**config.mk**
```make
export PLATFORM = sky130hd
export DESIGN_NAME = execute_stage_flat
export DESIGN_NICKNAME = d
export VERILOG_FILES = /design/src/rtl/execute_stage_if.sv /design/src/rtl/execute_stage.sv /design/src/flat_wrapper.sv
export SDC_FILE = /design/constraint.sdc
export NUM_CORES = 1
export LEC_CHECK = 0
export BUFFER_PORTS_ARGS = -buffer_cell sky130_fd_sc_hd__buf_2
export CORE_MARGIN = 5
export CORE_UTILIZATION = 50
export CTS_BUF_LIST = sky130_fd_sc_hd__clkbuf_4
export DETAILED_ROUTE_END_ITERATION = 8
export PLACE_DENSITY_LB_ADDON = 0.2
export SYNTH_ARGS = -nofsm -noshare
export SYNTH_HDL_FRONTEND = slang
export SYNTH_SLANG_ARGS = --single-unit
```
**constraint.sdc**
```tcl
create_clock -name clk -period 3.2 [get_ports clk]
set_clock_uncertainty 0.05 [all_clocks]
set_input_delay 0.48 -clock clk [delete_from_list [all_inputs] [get_ports clk]]
set_output_delay 0.48 -clock clk [all_outputs]
set_load 0.02 [all_outputs]
```
**src/rtl/execute_stage_if.sv**
```systemverilog
// Decode-to-execute handshake plus the registered execute outputs that feed
// the memory-access stage.
interface execute_stage_if #(
    parameter int WIDTH = 16
);
    logic             valid_id;
    logic [3:0]       control_id;
    logic [WIDTH-1:0] operand_a_id;
    logic [WIDTH-1:0] operand_b_id;
    logic [WIDTH-1:0] reg_data_id;
    logic [4:0]       dest_reg_index_id;
    logic             dest_reg_write_en_id;
    logic             flush_ex;
    logic             stall_ex;
    logic [3:0]       control_ex;
    logic [WIDTH-1:0] result_ex;
    logic [WIDTH-1:0] reg_data_ex;
    logic [4:0]       dest_reg_index_ex;
    logic             dest_reg_write_en_ex;
    logic [3:0]       flags_ex;

    // Upstream/downstream side: decode drives operands, memory stage reads results
    modport master (
        output valid_id, control_id, operand_a_id, operand_b_id, reg_data_id,
               dest_reg_index_id, dest_reg_write_en_id, flush_ex,
        input  stall_ex, control_ex, result_ex, reg_data_ex,
               dest_reg_index_ex, dest_reg_write_en_ex, flags_ex
    );

    modport slave (
        input  valid_id, control_id, operand_a_id, operand_b_id, reg_data_id,
               dest_reg_index_id, dest_reg_write_en_id, flush_ex,
        output stall_ex, control_ex, result_ex, reg_data_ex,
               dest_reg_index_ex, dest_reg_write_en_ex, flags_ex
    );
endinterface

```
**src/rtl/execute_stage.sv**
```systemverilog
// Pipeline execute stage: single-cycle ALU and address generation, plus a
// 16-step iterative shift-add multiplier that stalls decode while it runs.
module execute_stage #(
    parameter int         WIDTH     = 16,
    parameter int         MUL_STEPS = 16,
    parameter logic [3:0] NOP_OP    = 4'b1111
) (
    input logic           clk,
    input logic           reset,
    execute_stage_if.slave bus
);
    localparam int CW = $clog2(MUL_STEPS);
    localparam int SW = $clog2(WIDTH);
    localparam logic [CW-1:0] LAST_STEP = CW'(MUL_STEPS - 1);

    localparam logic [3:0] OP_ADD   = 4'b0000;
    localparam logic [3:0] OP_SUB   = 4'b0001;
    localparam logic [3:0] OP_AND   = 4'b0010;
    localparam logic [3:0] OP_OR    = 4'b0011;
    localparam logic [3:0] OP_XOR   = 4'b0100;
    localparam logic [3:0] OP_NOT   = 4'b0101;
    localparam logic [3:0] OP_SHL   = 4'b0110;
    localparam logic [3:0] OP_SHR   = 4'b0111;
    localparam logic [3:0] OP_MUL   = 4'b1000;
    localparam logic [3:0] OP_LOAD  = 4'b1101;
    localparam logic [3:0] OP_STORE = 4'b1110;

    typedef enum logic {IDLE, BUSY} state_t;

    state_t           state, state_next;
    logic [CW-1:0]    count, count_next;
    logic [WIDTH-1:0] mcand, mcand_next;
    logic [WIDTH-1:0] mplier, mplier_next;
    logic [WIDTH-1:0] acc, acc_next;
    logic [4:0]       mul_idx, mul_idx_next;
    logic             mul_we, mul_we_next;

    logic [3:0]       ctrl_q, ctrl_n;
    logic [WIDTH-1:0] result_q, result_n;
    logic [WIDTH-1:0] reg_data_q, reg_data_n;
    logic [4:0]       idx_q, idx_n;
    logic             we_q, we_n;
    logic [3:0]       flags_q, flags_n;
    logic             stall;

    logic [WIDTH:0]   sum, diff;
    logic [WIDTH-1:0] alu_result, acc_step, a, b;
    logic [3:0]       alu_flags;
    logic             alu_valid;

    assign a        = bus.operand_a_id;
    assign b        = bus.operand_b_id;
    assign sum      = {1'b0, a} + {1'b0, b};
    assign diff     = {1'b0, a} - {1'b0, b};
    assign acc_step = acc + (mplier[0] ? mcand : '0);

    // Single-cycle datapath; flags default to held and only ADD/SUB refresh them
    always_comb begin
        alu_result = '0;
        alu_flags  = flags_q;
        alu_valid  = 1'b1;
        case (bus.control_id)
            OP_ADD: begin
                alu_result = sum[WIDTH-1:0];
                alu_flags  = {sum[WIDTH-1:0] == '0, sum[WIDTH-1], sum[WIDTH],
                              (a[WIDTH-1] == b[WIDTH-1]) && (sum[WIDTH-1] != a[WIDTH-1])};
            end
            OP_SUB: begin
                alu_result = diff[WIDTH-1:0];
                alu_flags  = {diff[WIDTH-1:0] == '0, diff[WIDTH-1], diff[WIDTH],
                              (a[WIDTH-1] != b[WIDTH-1]) && (diff[WIDTH-1] != a[WIDTH-1])};
            end
            OP_AND:   alu_result = a & b;
            OP_OR:    alu_result = a | b;
            OP_XOR:   alu_result = a ^ b;
            OP_NOT:   alu_result = ~a;
            OP_SHL:   alu_result = a << b[SW-1:0];
            OP_SHR:   alu_result = a >> b[SW-1:0];
            OP_LOAD,
            OP_STORE: alu_result = sum[WIDTH-1:0];
            default:  alu_valid  = 1'b0;
        endcase
    end

    // Next-state and output-register logic; flush outranks MUL start and completion
    always_comb begin
        state_next   = state;
        count_next   = count;
        mcand_next   = mcand;
        mplier_next  = mplier;
        acc_next     = acc;
        mul_idx_next = mul_idx;
        mul_we_next  = mul_we;
        ctrl_n       = NOP_OP;
        result_n     = '0;
        reg_data_n   = '0;
        idx_n        = '0;
        we_n         = 1'b0;
        flags_n      = flags_q;
        stall        = 1'b0;

        if (bus.flush_ex) begin
            state_next = IDLE;
            count_next = '0;
        end else if (state == IDLE) begin
            if (bus.valid_id && bus.control_id == OP_MUL) begin
                state_next   = BUSY;
                count_next   = '0;
                acc_next     = '0;
                mcand_next   = a;
                mplier_next  = b;
                mul_idx_next = bus.dest_reg_index_id;
                mul_we_next  = bus.dest_reg_write_en_id;
                stall        = 1'b1;
            end else if (bus.valid_id && alu_valid) begin
                ctrl_n     = bus.control_id;
                result_n   = alu_result;
                reg_data_n = (bus.control_id == OP_STORE) ? bus.reg_data_id : '0;
                idx_n      = bus.dest_reg_index_id;
                we_n       = bus.dest_reg_write_en_id;
                flags_n    = alu_flags;
            end
        end else begin
            acc_next    = acc_step;
            mcand_next  = mcand << 1;
            mplier_next = mplier >> 1;
            count_next  = count + CW'(1);
            if (count == LAST_STEP) begin
                state_next = IDLE;
                count_next = '0;
                ctrl_n     = OP_MUL;
                result_n   = acc_step;
                idx_n      = mul_idx;
                we_n       = mul_we;
                flags_n    = {acc_step == '0, acc_step[WIDTH-1], 1'b0, 1'b0};
            end else begin
                stall = 1'b1;
            end
        end
    end

    always_ff @(posedge clk or posedge reset) begin
        if (reset) begin
            state      <= IDLE;
            count      <= '0;
            mcand      <= '0;
            mplier     <= '0;
            acc        <= '0;
            mul_idx    <= '0;
            mul_we     <= 1'b0;
            ctrl_q     <= NOP_OP;
            result_q   <= '0;
            reg_data_q <= '0;
            idx_q      <= '0;
            we_q       <= 1'b0;
            flags_q    <= '0;
        end else begin
            state      <= state_next;
            count      <= count_next;
            mcand      <= mcand_next;
            mplier     <= mplier_next;
            acc        <= acc_next;
            mul_idx    <= mul_idx_next;
            mul_we     <= mul_we_next;
            ctrl_q     <= ctrl_n;
            result_q   <= result_n;
            reg_data_q <= reg_data_n;
            idx_q      <= idx_n;
            we_q       <= we_n;
            flags_q    <= flags_n;
        end
    end

    assign bus.stall_ex             = stall && !reset;
    assign bus.control_ex           = ctrl_q;
    assign bus.result_ex            = result_q;
    assign bus.reg_data_ex          = reg_data_q;
    assign bus.dest_reg_index_ex    = idx_q;
    assign bus.dest_reg_write_en_ex = we_q;
    assign bus.flags_ex             = flags_q;
endmodule

```
**src/flat_wrapper.sv**
```systemverilog
// flat-port wrapper written by rule: the top's interface ports become plain ports
module execute_stage_flat 
#(
    parameter int         WIDTH     = 16,
    parameter int         MUL_STEPS = 16,
    parameter logic [3:0] NOP_OP    = 4'b1111
)
  (clk, reset, bus_valid_id, bus_control_id, bus_operand_a_id, bus_operand_b_id, bus_reg_data_id, bus_dest_reg_index_id, bus_dest_reg_write_en_id, bus_flush_ex, bus_stall_ex, bus_control_ex, bus_result_ex, bus_reg_data_ex, bus_dest_reg_index_ex, bus_dest_reg_write_en_ex, bus_flags_ex);
  execute_stage_if #(.WIDTH(WIDTH)) bus_i ();
  input logic clk;
  input logic reset;
  input wire logic [$bits(bus_i.valid_id)-1:0] bus_valid_id;
  input wire logic [$bits(bus_i.control_id)-1:0] bus_control_id;
  input wire logic [$bits(bus_i.operand_a_id)-1:0] bus_operand_a_id;
  input wire logic [$bits(bus_i.operand_b_id)-1:0] bus_operand_b_id;
  input wire logic [$bits(bus_i.reg_data_id)-1:0] bus_reg_data_id;
  input wire logic [$bits(bus_i.dest_reg_index_id)-1:0] bus_dest_reg_index_id;
  input wire logic [$bits(bus_i.dest_reg_write_en_id)-1:0] bus_dest_reg_write_en_id;
  input wire logic [$bits(bus_i.flush_ex)-1:0] bus_flush_ex;
  output wire logic [$bits(bus_i.stall_ex)-1:0] bus_stall_ex;
  output wire logic [$bits(bus_i.control_ex)-1:0] bus_control_ex;
  output wire logic [$bits(bus_i.result_ex)-1:0] bus_result_ex;
  output wire logic [$bits(bus_i.reg_data_ex)-1:0] bus_reg_data_ex;
  output wire logic [$bits(bus_i.dest_reg_index_ex)-1:0] bus_dest_reg_index_ex;
  output wire logic [$bits(bus_i.dest_reg_write_en_ex)-1:0] bus_dest_reg_write_en_ex;
  output wire logic [$bits(bus_i.flags_ex)-1:0] bus_flags_ex;
  assign bus_i.valid_id = bus_valid_id;
  assign bus_i.control_id = bus_control_id;
  assign bus_i.operand_a_id = bus_operand_a_id;
  assign bus_i.operand_b_id = bus_operand_b_id;
  assign bus_i.reg_data_id = bus_reg_data_id;
  assign bus_i.dest_reg_index_id = bus_dest_reg_index_id;
  assign bus_i.dest_reg_write_en_id = bus_dest_reg_write_en_id;
  assign bus_i.flush_ex = bus_flush_ex;
  assign bus_stall_ex = bus_i.stall_ex;
  assign bus_control_ex = bus_i.control_ex;
  assign bus_result_ex = bus_i.result_ex;
  assign bus_reg_data_ex = bus_i.reg_data_ex;
  assign bus_dest_reg_index_ex = bus_i.dest_reg_index_ex;
  assign bus_dest_reg_write_en_ex = bus_i.dest_reg_write_en_ex;
  assign bus_flags_ex = bus_i.flags_ex;
  execute_stage #(.WIDTH(WIDTH), .MUL_STEPS(MUL_STEPS), .NOP_OP(NOP_OP)) u_core (.clk(clk), .reset(reset), .bus(bus_i));
endmodule
```
# Word-level counts from Yosys, hierarchy flattened
# Cells that the tools add are included.
# totals
output_inout_bits	47
reg_bits	105
# classes
addsub	4
reduce_logical	19
n_eq_ne	17
bitwise	6
mux	47
shifts	2
# op_table
operator	count
two-way mux 16 bit	17
one-hot mux 16 bit (8 select lines)	1
zero test 16 bit	3
two-way mux 4 bit	12
two-way mux 5 bit	5
adder 16 x 16 -> 17 bit	1
subtractor 16 x 16 -> 17 bit	1
adder 16 bit	1
AND 16 bit	1
== test 4 x 3 -> 1 bit, second input constant	4
== test 4 bit, second input constant	4
inverter 16 bit	1
bitwise OR 16 bit	1
<< shifter 16 x 4 -> 16 bit	1
>> shifter 16 x 4 -> 16 bit	1
bitwise XOR 16 bit	1
two-way mux 1 bit	10
OR reduction 10 bit	1
== test 4 x 2 -> 1 bit, second input constant	2
one-hot mux 4 bit (2 select lines)	1
nonzero test 3 bit	2
logical AND 1 bit	5
AND reduction 5 bit	1
adder 4 x 1 -> 4 bit, second input constant	1
13 further kinds	17

# Longest topological paths before layout
# depth
word_depth	8
mapped_depth	14
ltp_nobuf	13

# Least setup slack after synthesis
# No wires, ideal clock.
# synth_path
path_type	input-to-reg
from	input port bus_operand_b_id[1]
to	register u_core.flags_q[3] (netlist: u_core.bus.flags_ex[3])
slack_ns	-0.384
n_path_buf	3
t_arrival_ns	3.414
stages	14
required_time_ns	3.030
setup_ns	0.120
cell_sequence	buf_2 -> buf_2 -> buf_1 -> inv_1 -> ha_1 -> a211oi_1 -> o21bai_1 -> a211oi_2 -> o31ai_1 -> a21oi_1 -> xnor2_1 -> nor4_1 -> a211o_1 -> a41o_1
# synth_via
elab_chain_cells	6
# synth_lines
item	line_no	text
start, declared	flat_wrapper.sv:15	input wire logic [$bits(bus_i.operand_b_id)-1:0] bus_operand_b_id;
subtractor 16 x 16 -> 17 bit or adder 16 x 16 -> 17 bit (tied branches)	execute_stage.sv:54, execute_stage.sv:53	
zero test 16 bit (on tied branches)	execute_stage.sv:70, execute_stage.sv:65	
one-hot mux 4 bit (2 select lines) (*)	execute_stage.sv:62	case (bus.control_id)
two-way mux 4 bit (*)	execute_stage.sv:115	end else if (bus.valid_id && alu_valid) begin
two-way mux 4 bit (*)	execute_stage.sv:106	if (bus.valid_id && bus.control_id == OP_MUL) begin
two-way mux 4 bit (*)	execute_stage.sv:105	end else if (state == IDLE) begin
end signal, assigned	execute_stage.sv:170	flags_q <= flags_n;
end, declared	execute_stage.sv:43	logic [3:0] flags_q, flags_n;
# Every way passes the cells marked *; elsewhere a longest branch is shown, timed or not. The select of a mux whose other input is x is not followed.
# A chain may end at the register's enable or synchronous reset.

# Worst setup path in the final report
# layout_path
from	input port bus_operand_a_id[0]
to	register u_core.result_q[10] (netlist: u_core.bus.result_ex[10])
# layout_via
elab_chain_cells	6
# layout_lines
item	line_no	text
start, declared	flat_wrapper.sv:14	input wire logic [$bits(bus_i.operand_a_id)-1:0] bus_operand_a_id;
adder 16 x 16 -> 17 bit (tied with other cells)	execute_stage.sv:53	assign sum = {1'b0, a} + {1'b0, b};
one-hot mux 16 bit (8 select lines) (*)	execute_stage.sv:62	
two-way mux 16 bit (*)	execute_stage.sv:115	
two-way mux 16 bit (*)	execute_stage.sv:106	
two-way mux 16 bit (*)	execute_stage.sv:105	
two-way mux 16 bit (*)	execute_stage.sv:102	if (bus.flush_ex) begin
named net u_core.result_n[10]	execute_stage.sv:39	logic [WIDTH-1:0] result_q, result_n;
end signal, assigned	execute_stage.sv:166	result_q <= result_n;
end, declared	execute_stage.sv:39	
# Mark *: on every way through the listed nets, which the timed path passes. The rest lies on a longest branch.

==> results_dict.tcl <==
set metrics [dict create \
    tns_ps 0 \
    crit_buf_inv 5 \
    ys_types 85 \
    status "finished, final reports clean" \
    cp_slowest_cell "a2111oi_1" \
    drive_above_1_share_pct 26.2 \
    synth_edf_count 0 \
    synthCells 1095 \
    cts_root_buf "clkbuf_4" \
    mostFrequentLayoutCells "155 x buf_4, 108 x buf_2, 106 x o21ai_0" \
    max_cap_violations 0 \
    grt_pass1_wl_um 49500 \
    cts_tree "done" \
    cts_num_sinks 105 \
    seq_area_frac_synth_pct 28.8 \
    ys.warnings.count 0 \
    clk_latency_ps 540 \
    h-tree-depth 3 \
    yosys.area.top_type "dfrtp_1" \
    path_delay_family "compound AO/OA/AOI/OAI gates" \
    dp_hpwl_um 25100 \
    final_cells 1540 \
    synth_top_area_share_pct 27.6 \
    leakage_nw 5.33 \
    crit_fanout 5 \
    die_area_um2 21100 \
    final_common_cell "buf_4" \
    crit_type "in -> reg" \
    route.detailed.drc 0 \
    num-nets-final 1439 \
    core_um2 18000 \
    area_growth_pct 21.7 \
    fin_util_pct 62.0 \
    cts_max_path_buffers 2 \
    routedWlPerCell_um 20.5 \
    syn_avg_cell_area_um2 8.35 \
    slew_headroom_pct 33.0 \
    place.gp.congestion 1.01 \
    finalCriticalPeriod_ps 3100 \
    initial_core_util_pct 50.9 \
    synth_async_sr_flop_share_pct 100 \
    dr.pass1.iters 6 \
    antenna_found_initial 1 \
    die_h_um 145 \
    postRouteAntennaNets 0 \
    drt_iter0_drc 1011 \
    drt-total-wl_um 31600 \
    max_freq_ghz 0.323 \
    num_vias 9462 \
    critPathMaxStageDelay_ps 730 \
    power_density_nw_per_um2 368 \
    setup_viol 0 \
    grt_max_degree 80 \
    hold_slack_ps 41.4 \
    synthesis.nets 1229 \
    synth_area_um2 9140 \
    die_w_um 145 \
    cts_buffers 9 \
    port_buffers 108 \
    track_usage_pct 29.0 \
    multi_input_area_um2 6080 \
    post-route-period-util_pct 96.9 \
    synthFlopType "dfrtp_1" \
    worst_pin_slew_ps 997 \
    slew_viol_final 0 \
    worst_setup_path_start_kind "primary input" \
    crit_arrival_ps 3460 \
    hold_viol_final 0 \
    dpl.cell_count 1518 \
    regArea_um2 2630 \
    grt_overflow 0 \
    rows 49 \
    post_drt_via_cell_ratio 6.14 \
    max-vdd-ir-drop_mv 0.271 \
    cp_cell_sequence "buf_2 > inv_1 > ha_1 > inv_1 > fa_1 > nand2b_1 > a21bo_2 > a21oi_1 > o32ai_2 > xnor2_1 > buf_4 > a2111oi_1 > buf_4 > o22ai_1" \
    required_ps 3560 \
    cp-end-kind "flop" \
    ios 109 \
    grt_pass1_vias 8974 \
    clkTransAtPathRegs_ps 210 \
    yosys-top-cells-area "dfrtp_1 28%, ha_1 9.4%, o21ai_0 5.9%" \
    ys_seq_elements 105 \
    hp-class "in -> async" \
    nFillCells 1642 \
]
per-layer routing:
| layer | vias up | GRT usage, % | share of wire [%] |
|---|---|---|---|
| li1 | 4436 | - | - |
| met1 | 4551 | 40.6 | 44 |
| met2 | 417 | 47.0 | 47 |
| met3 | 58 | 4.96 | 7.2 |
| met4 | 0 | 7.04 | 2.2 |
| met5 | - | 0 | 0 |
metrics by stage:
step	cell area (µm²)	total power, mW	setup slack [ps]
5_1_grt	11100	4.34	-6.22
4_1_cts	11000	4.05	17.4
3_5_place_dp	10900	3.31	-447
2_1_floorplan	9170	2.66	-26.6
3_3_place_gp	10900	3.28	-439
6_report	11100	4.10	100
report_power, final:
part	switching, mW	internal (mW)	total (mW)
Clock	0.546	0.191	0.737
Sequential	0.113	1.51	1.62
Combinational	0.986	0.753	1.74
Total	1.64	2.45	4.10
worst paths after layout:
| check | end | startpoint | slack [ps] | cells after the start |
|---|---|---|---|---|
| worst max-delay path | u_core.bus.result_ex[10] | bus_operand_a_id[0] | 100 | 14 |
| worst min-delay path | u_core.mul_idx[2] | reset | 40 | 2 |
| worst max register to register | u_core.bus.flags_ex[3] | u_core.mplier[0] | 120 | 12 |
| worst min register to register | u_core.mcand[15] | u_core.mcand[15] | 460 | 2 |
| max in group asynchronous | u_core.bus.flags_ex[1] | reset | 2360 | 3 |
| min in group clk | u_core.bus.reg_data_ex[12] | bus_reg_data_id[12] | 90 | 2 |
cell usage after synthesis, drive strengths merged, types with 4 or more instances:
| library cell | n |
|---|---|
| xor2 | 10 |
| nor3 | 30 |
| clkbuf | 45 |
| and2 | 34 |
| buf | 22 |
| o22ai | 29 |
| o211ai | 10 |
| nand2 | 91 |
| mux4 | 8 |
| nor4b | 4 |
| dfrtp | 101 |
| a2111oi | 8 |
| a31oi | 7 |
| and3 | 6 |
| a211oi | 24 |
| nor2 | 98 |
| a21oi | 64 |
| nor4 | 9 |
| o221ai | 6 |
| dfstp | 4 |
| o21ai | 108 |
| or3 | 5 |
| xnor2 | 17 |
| inv | 57 |
| a21o | 13 |
| o31a | 5 |
| a221oi | 6 |
| nand4 | 8 |
| ha | 69 |
| a22o | 24 |
| nand2b | 15 |
| a211o | 8 |
| nand3 | 16 |
| mux2i | 50 |
| o21bai | 8 |
| mux2 | 7 |
| nor2b | 9 |
| o31ai | 4 |
| o2111ai | 6 |
repair_timing:
action | in CTS | in global routing
hold buffers | 0 | 0
setup buffers | 0 | 5
pin swaps | 0 | 7
hold endpoints to repair | 0 | 0
endpoints found under the setup margin | 2 | 6
gates resized for setup | 2 | 16
sequential cells by signal, indices dropped and copies added (netlist names):
signal,count
u_core.bus.control_ex,4
u_core.bus.result_ex,16
u_core.state,1
u_core.mplier,16
u_core.mul_we,1
u_core.bus.dest_reg_write_en_ex,1
u_core.acc,16
u_core.bus.dest_reg_index_ex,5
u_core.mul_idx,5
u_core.mcand,16
u_core.count,4
u_core.bus.flags_ex,4
u_core.bus.reg_data_ex,16
layout make-up:
class / count / share of cell area, %
clock inverters: 7 / 0.742
flip-flops and latches: 105 / 23.7
multi-input cells: 865 / 54.6
diodes: 1 / 0.0225
well taps: 229 / 2.57
inverters: 58 / 1.99
repair buffers: 266 / 15.8
clock buffers: 9 / 0.607
logic make-up (layout without fill, tap and decap cells):
group,count (synthesis),after routing,share of synthesized area [%]
fa+ha+maj,72,72,10.1
other cells,0,1,0
xor+xnor,27,27,2.67
compound gates,363,363,26.7
flops,105,105,28.8
mux,65,65,8.31
simple gates,338,338,17.9
buf+inv,125,340,5.52
Note: power is estimated with default switching activity, not from simulation.
